--- src/rtl/rrf_freelist_manager_pkg.sv ---
// Shared constants for the rename register file free list.
// Widths of tags, free counts and per-cycle allocation numbers.
package rrf_freelist_manager_pkg;

    localparam int RRF_NUM     = 64;
    localparam int RRF_SEL     = 6;
    localparam int ALLOC_NUM_W = 2;

    typedef logic [RRF_SEL-1:0] rrf_tag_t;
    typedef logic [RRF_SEL:0]   rrf_cnt_t;

    localparam rrf_cnt_t RRF_FULL = rrf_cnt_t'(RRF_NUM);

endpackage

--- src/rtl/rrf_freelist_manager.sv ---
// Circular-buffer free list for RRF entries: allocates up to two tags
// per cycle, frees in commit order and rolls back on mispredict.
module rrf_freelist_manager
    import rrf_freelist_manager_pkg::*;
(
    input  logic                   clk,
    input  logic                   reset,
    input  logic [ALLOC_NUM_W-1:0] req_num_i,
    input  logic                   stall_dp_i,
    input  logic [ALLOC_NUM_W-1:0] com_num_i,
    input  logic                   prmiss_i,
    input  logic [RRF_SEL-1:0]     rrftag_fix_i,
    output logic [RRF_SEL-1:0]     rrftag1_o,
    output logic [RRF_SEL-1:0]     rrftag2_o,
    output logic                   stall_o,
    output logic [RRF_SEL:0]       free_num_o,
    output logic [RRF_SEL-1:0]     rrf_ptr_o,
    output logic [RRF_SEL-1:0]     com_ptr_o,
    output logic                   nextrrfcyc_o
);

    rrf_tag_t rrf_ptr;
    rrf_tag_t com_ptr;
    rrf_cnt_t free_num;
    logic     nextrrfcyc;

    logic [ALLOC_NUM_W-1:0] alloc_num;
    rrf_cnt_t               alloc_ext;
    rrf_cnt_t               req_ext;
    rrf_cnt_t               com_ext;
    rrf_cnt_t               used_num;
    rrf_cnt_t               com_eff;
    rrf_cnt_t               ptr_sum;
    rrf_tag_t               com_ptr_n;
    rrf_tag_t               fix_dist;
    rrf_cnt_t               fix_occ;
    rrf_tag_t               ptr_diff;

    assign req_ext   = rrf_cnt_t'(req_num_i);
    assign com_ext   = rrf_cnt_t'(com_num_i);
    assign stall_o   = req_ext > free_num;
    assign alloc_num = (stall_o || stall_dp_i || prmiss_i) ? '0 : req_num_i;
    assign alloc_ext = rrf_cnt_t'(alloc_num);

    // Commits never free more entries than are live, so an empty
    // list keeps com_ptr still and free_num saturated.
    assign used_num  = RRF_FULL - free_num;
    assign com_eff   = (com_ext > used_num) ? used_num : com_ext;
    assign com_ptr_n = com_ptr + com_eff[RRF_SEL-1:0];

    assign ptr_sum   = {1'b0, rrf_ptr} + alloc_ext;

    // Live entries after recovery span com_ptr_n through the branch.
    assign fix_dist  = rrftag_fix_i - com_ptr_n;
    assign fix_occ   = {1'b0, fix_dist} + 1'b1;

    assign rrftag1_o    = rrf_ptr;
    assign rrftag2_o    = rrf_ptr + 1'b1;
    assign free_num_o   = free_num;
    assign rrf_ptr_o    = rrf_ptr;
    assign com_ptr_o    = com_ptr;
    assign nextrrfcyc_o = nextrrfcyc;

    // Pointer, phase and free-count update; recovery overrides allocation.
    always_ff @(posedge clk) begin
        if (reset) begin
            rrf_ptr    <= '0;
            com_ptr    <= '0;
            free_num   <= RRF_FULL;
            nextrrfcyc <= 1'b0;
        end else if (prmiss_i) begin
            rrf_ptr    <= rrftag_fix_i + 1'b1;
            com_ptr    <= com_ptr_n;
            free_num   <= RRF_FULL - fix_occ;
            nextrrfcyc <= nextrrfcyc ^ (rrftag_fix_i >= rrf_ptr);
        end else begin
            rrf_ptr    <= ptr_sum[RRF_SEL-1:0];
            com_ptr    <= com_ptr_n;
            free_num   <= free_num - alloc_ext + com_eff;
            nextrrfcyc <= nextrrfcyc ^ ptr_sum[RRF_SEL];
        end
    end

    assign ptr_diff = rrf_ptr - com_ptr;

    // Free count and pointer distance must always account for every entry.
    a_occupancy : assert property (@(posedge clk) disable iff (reset)
        (free_num == '0) ? (rrf_ptr == com_ptr)
                         : ((free_num + {1'b0, ptr_diff}) == RRF_FULL));

endmodule

--- config.mk ---
export PLATFORM = sky130hd
export DESIGN_NAME = rrf_freelist_manager
export DESIGN_NICKNAME = d
export VERILOG_FILES = /design/src/rtl/rrf_freelist_manager_pkg.sv /design/src/rtl/rrf_freelist_manager.sv
export SDC_FILE = /design/constraint.sdc
export NUM_CORES = 1
export LEC_CHECK = 0
export CELL_PAD_IN_SITES_DETAIL_PLACEMENT = 0
export CELL_PAD_IN_SITES_GLOBAL_PLACEMENT = 1
export CORE_MARGIN = 2
export CORE_UTILIZATION = 35
export CTS_CLUSTER_SIZE = 8
export DETAILED_ROUTE_END_ITERATION = 16
export PLACE_DENSITY_LB_ADDON = 0.1
export SKIP_LAST_GASP = 1
export SLEW_MARGIN = 10
export SYNTH_ARGS = -nofsm -noshare
export SYNTH_HDL_FRONTEND = slang
export SYNTH_SLANG_ARGS = --single-unit
export TNS_END_PERCENT = 10
--- constraint.sdc ---
create_clock -name clk -period 4.1 [get_ports clk]
set_input_delay 0.82 -clock clk [delete_from_list [all_inputs] [get_ports clk]]
set_output_delay 0.82 -clock clk [all_outputs]
set_load 0.1 [all_outputs]
# --- Yosys cells after proc, flatten, opt, wreduce, memory -nomap -nowiden ---
# Cells that the tools add are included.
word_totals:
  register_bits: 20
  input_bits: 14
op_classes:
  addsub: 10
  order_cmp: 3
  mux: 5
  n_bitwise: 2
  n_reduce_logical: 2
ops:
  columns: ["cell", "n"]
  rows:
  - ["$gt 2x7->1", 2]
  - ["$mux 7", 2]
  - ["$sub 7x7->7 const A", 2]
  - ["$add 6x1->6 const B", 2]
  - ["$add 6x1->7 const B", 1]
  - ["$add 6x2->7", 1]
  - ["$add 7x7->7", 1]
  - ["$sub 7x2->7", 1]
  - ["$add 6x6->6", 1]
  - ["$ge 6x6->1", 1]
  - ["$mux 6", 1]
  - ["$sub 6x6->6", 1]
  - ["$logic_or 1x1->1", 2]
  - ["$mux 2", 1]
  - ["$xor 1x1->1", 2]
  - ["$mux 1", 1]

# --- Longest topological paths before layout ---
logic_depth:
  depth_word: 8
  depth_mapped: 22

# --- Worst setup path after synthesis ---
# Ideal clock, no wire load.
synth_timing:
  kind: "register -> register"
  start: "register free_num[0], in the netlist free_num_o[0]"
  end: "register free_num[5], in the netlist free_num_o[5]"
  t_arrival_ns: 4.767
  path_slack_ns: -0.784
  stages_incl_launch_ff: 23
  n_path_buf: 0
  period_less_slack_ns: 4.884
  cell_sequence: "dfxtp_1 -> inv_1 -> ha_1 -> inv_1 -> ha_1 -> nor2b_1 -> o221ai_1 -> a21oi_1 -> nand4_2 -> mux2i_1 -> ha_1 -> inv_1 -> fa_1 -> inv_1 -> a21o_1 -> a21oi_1 -> xor2_1 -> ha_1 -> or3b_1 -> nand3_1 -> a311oi_1 -> xor2_1 -> a22o_1"
synth_via:
  elab_chain_len: 8
  elab_cells_between_ends: 14
  cone_classes: "add/sub (7); order compare (2); mux (3); reduce/logical (2)"
synth_rtl:
  columns: ["element", "line", "rtl"]
  rows:
  - ["start: declaration", "rrf_freelist_manager.sv:24", "rrf_cnt_t free_num;"]
  - ["start signal: assignment", "rrf_freelist_manager.sv:74", "free_num <= RRF_FULL - fix_occ;"]
  - ["start signal: assignment", "rrf_freelist_manager.sv:79", "free_num <= free_num - alloc_ext + com_eff;"]
  - ["$sub 7x7->7", "rrf_freelist_manager.sv:47", "assign used_num = RRF_FULL - free_num;"]
  - ["$gt 2x7->1", "rrf_freelist_manager.sv:48", "assign com_eff = (com_ext > used_num) ? used_num : com_ext;"]
  - ["$mux 7", "rrf_freelist_manager.sv:48", null]
  - ["$add 6x6->6", "rrf_freelist_manager.sv:49", "assign com_ptr_n = com_ptr + com_eff[RRF_SEL-1:0];"]
  - ["$sub 6x6->6", "rrf_freelist_manager.sv:54", "assign fix_dist = rrftag_fix_i - com_ptr_n;"]
  - ["$add 6x1->7", "rrf_freelist_manager.sv:55", "assign fix_occ = {1'b0, fix_dist} + 1'b1;"]
  - ["$sub 7x7->7", "rrf_freelist_manager.sv:74", null]
  - ["$mux 7 (*)", "rrf_freelist_manager.sv:71", "end else if (prmiss_i) begin"]
# Every way passes the cells marked *; elsewhere a longest branch is shown, timed or not.
# A chain may end at the register's enable or synchronous reset.

# --- Worst setup path in the final report ---
layout_timing:
  start: "register free_num[1], in the netlist free_num_o[1]"
  end: "register free_num[5], in the netlist free_num_o[5]"
# The elaborated chain is that of the path after synthesis.

==> impl_metrics.yaml <==
sta:
  slew_violations: 0
  max_clock_freq_mhz: 244
  fin_worst_skew_ps: 2.73
  whs_ps: 658
  setup_violations: 0
  period_needed_ps: 4090
  rsz0062_at_grt: "yes"
  layout_worst_path_cycle_share: 0.998
  slew_headroom: 0.348
  worst_slew_pin_slew_ps: 975
  hold_viol: 0
logic_synthesis:
  synth_compound_area_frac: 0.153
  synthFlopType: "dfxtp_1"
  synth_top_family_by_area: "adder cells"
  synth_xor_area_frac: 0.0987
  synthAdderAreaFrac: 0.244
  ys_warn_count: 0
  synth_cells: 265
  synth_cell_types: 51
  synth-seq-area-share: 0.182
  synthArstFlopShare: 0
  syn_area_um2: 2210
  ys_ff_latch: 20
  avgSynthCellArea_um2: 8.32
  synthMuxAreaShare: 0.0323
  synth-simple-area-share: 0.192
  synth_edf_count: 0
placement:
  numPortBuffers: 46
  dp_hpwl_mm: 4.45
  finalWeightedCongestion: 0.792
routing:
  drc: 0
  num_vias: 2028
  ant_nets: 0
  drt_wl_total_mm: 5.60
  drt-initial-drc-count: 44
  wire_per_inst_um: 13.3
  drt_pass1_iterations: 4
  vias_per_cell: 4.83
cells_and_area:
  nFillCells: 581
  antenna_cells: 0
  multi_input_area_um2: 1680
  regArea_um2: 408
  area_delta_synth_final_pct: 42.0
  layout-drive-gt1-share: 0.209
  nets: 400
pwr:
  netSwitchingPower_mw: 1.15
  p_clk_frac: 0.087
  p_int_mw: 1.05
  power_density_nw_per_um2: 701
  pwr-share-comb: 0.772
  power_mw: 2.20
  ir_worst_vdd_mv: 0.519
  power_switching_share: 0.523
  p_leak_nw: 1.45
  pwr-share-seq: 0.142
clock_tree:
  path_clk_slew_ps: 90
  cts_buffers: 3
  h-tree-depth: 1
  cts_tree: "built"
  clk_path_buf_depth: 2
  cts_sinks: 20
  cts-root-buf: "clkbuf_8"
  hold_buffers: 0
  clock_insertion_delay_worst_skew_ps: 270
setup_path:
  cpPeakStageDelay_ps: 350
  cp_max_fo: 4
  path_buf_inv: 3
  crit_start: "free_num_o[1]"
  cp-end-kind: "register"
  ff2ff_setup_slack_ps: 8
  worstSetupStartpointType: "register"
  r2r-start: "free_num_o[1]"
  endpoint: "free_num_o[5]"
  critical_path_depth: 20
  path_cells: "inv_2, ha_4, inv_2, ha_4, nor2b_1, o221ai_1, a21oi_1, nand4_2, buf_4, mux2_1, ha_1, a21o_1, a21oi_1, xor2_1, ha_1, o21a_1, o311a_1, a311oi_2, xor2_1, a22o_1"
  cp_top_family: "compound AO/OA/AOI/OAI gates"
  regToRegEndpoint: "free_num_o[5]"
  worstPathArrival_ps: 4270
  crit_required_ps: 4280
  cpMaxStageDelayCell: "dfxtp_4"
  worst-setup-path-type: "reg2reg"
  rr_worst_depth: 20
run:
  cap_viol_max_count: 0
floorplanning:
  die_w_um: 83.4
  pin_count: 47
  die_h_um: 83.4
  std_cell_rows: 28
  core_um2: 5990
  start_util: 0.368
  fp.dieArea_um2: 6950
grt:
  grt_util_all_layers: 0.166
  grt_first_pass_wirelength_mm: 9.40
  grt_max_degree: 24
  antenna_found_initial: 0
  overflow: 0
  grt_pass1_vias: 2027
status:
  status: "finished, final reports clean"
worst_hold_path:
  hp-start: "nextrrfcyc_o"
  hp-class: "reg2reg"
-- routing by layer --
| metal | routed length (um) | up-vias | track usage |
|---|---|---|---|
| met5 | 0 | - | 0 |
| met4 | 49 | 0 | 0.0477 |
| met3 | 164 | 4 | 0.0169 |
| met2 | 2630 | 31 | 0.279 |
| met1 | 2760 | 933 | 0.225 |
| li1 | - | 1060 | - |
-- power groups by stage --
stage	Sequential (mW)	Clock, mW	Combinational, mW
2_1_floorplan	0.696	0	0.759
3_3_place_gp	0.322	0	1.58
3_5_place_dp	0.322	0	1.58
4_1_cts	0.313	0.194	1.68
5_1_grt	0.322	0.201	1.83
6_report	0.312	0.190	1.69
-- layout make-up --
cell class | count | share of cell area
Timing Repair Buffer | 84 | 0.236
Clock buffer | 4 | 0.0212
Multi-Input combinational cell | 200 | 0.538
Tap cell | 75 | 0.0300
Inverter | 37 | 0.0451
Sequential cell | 20 | 0.130
-- worst min path at each step --
stage,end,slack [ps],depth (start not counted)
final,nextrrfcyc_o,660,2
after global routing,com_ptr_o[0],710,2
after CTS,com_ptr_o[0],660,2
after detailed placement,nextrrfcyc_o,640,2
after global placement,nextrrfcyc_o,650,2
after floorplan,free_num_o[0],910,3
-- registers in the layout (all words and copies together), names as in the netlist --
| name | count |
|---|---|
| nextrrfcyc_o | 1 |
| free_num_o | 7 |
| com_ptr_o | 6 |
| rrf_ptr_o | 6 |
-- worst reg2reg max path, delay by kind of cell (launching register included) --
family                   cells  cell delay (ps)
AO/OA/AOI/OAI                8             1330
XOR/XNOR                     2              310
adder cells (fa/ha/maj)      4             1110
buffers and inverters        3              280
flip-flops                   1              350
multiplexers                 1              330
AND/OR/NAND/NOR              2              290
-- Yosys cell counts (6+ instances only) --
library cell | number | area, um^2
inv_1 | 37 | 139
ha_1 | 35 | 438
nor2_1 | 23 | 86.3
dfxtp_1 | 20 | 400
xnor2_1 | 12 | 105
a21oi_1 | 11 | 55.1
xor2_1 | 11 | 96.3
nand2_1 | 9 | 33.8
nand3_1 | 8 | 40.0
nor2b_1 | 8 | 50.1
a21o_1 | 7 | 52.6
buf_4 | 7 | 52.6
mux2i_1 | 6 | 60.1
o21ai_0 | 6 | 30.0
-- cells by family (layout without fill, tap and decap cells) --
| kind of cell | Yosys count | after routing |
|---|---|---|
| AO/OA/AOI/OAI | 49 | 49 |
| XOR/XNOR | 24 | 24 |
| adder cells (fa/ha/maj) | 40 | 40 |
| buffers and inverters | 49 | 125 |
| flip-flops | 20 | 20 |
| multiplexers | 7 | 7 |
| other | 2 | 6 |
| AND/OR/NAND/NOR | 74 | 74 |
-- timing repair --
item | CTS | global route
pin swaps | 15 | 11
setup endpoints to repair | 4 | 4
gates resized for setup | 16 | 5
cloned | 0 | 0
setup buffers | 7 | 2
-- through the flow --
stage	std cells	TNS [ps]	worst slack, ps	area, um^2	utilization
2_1_floorplan	269	-85.9	-85.9	2250	-
3_3_place_gp	407	-1800	-507	2940	0.491
3_5_place_dp	407	-2410	-601	2940	0.491
4_1_cts	418	0	10.3	3100	0.518
5_1_grt	420	-697	-221	3130	0.523
6_report	420	0	8.44	3130	0.523
-- cells in the final DEF, fill, tap and decap left out, types with 6 or more instances in the layout --
master	synthesis	final
ha_1	35	31
nor2_1	23	23
dfxtp_1	20	18
inv_1	37	31
buf_4	7	40
xnor2_1	12	12
clkdlybuf4s50_1	0	41
a21oi_1	11	10
nand2_1	9	9
nor2b_1	8	7
o21ai_0	6	6
xor2_1	11	11
conb_1	2	6
nand3_1	8	8
a21o_1	7	7
No activity file was read; power rests on OpenSTA's default activity.
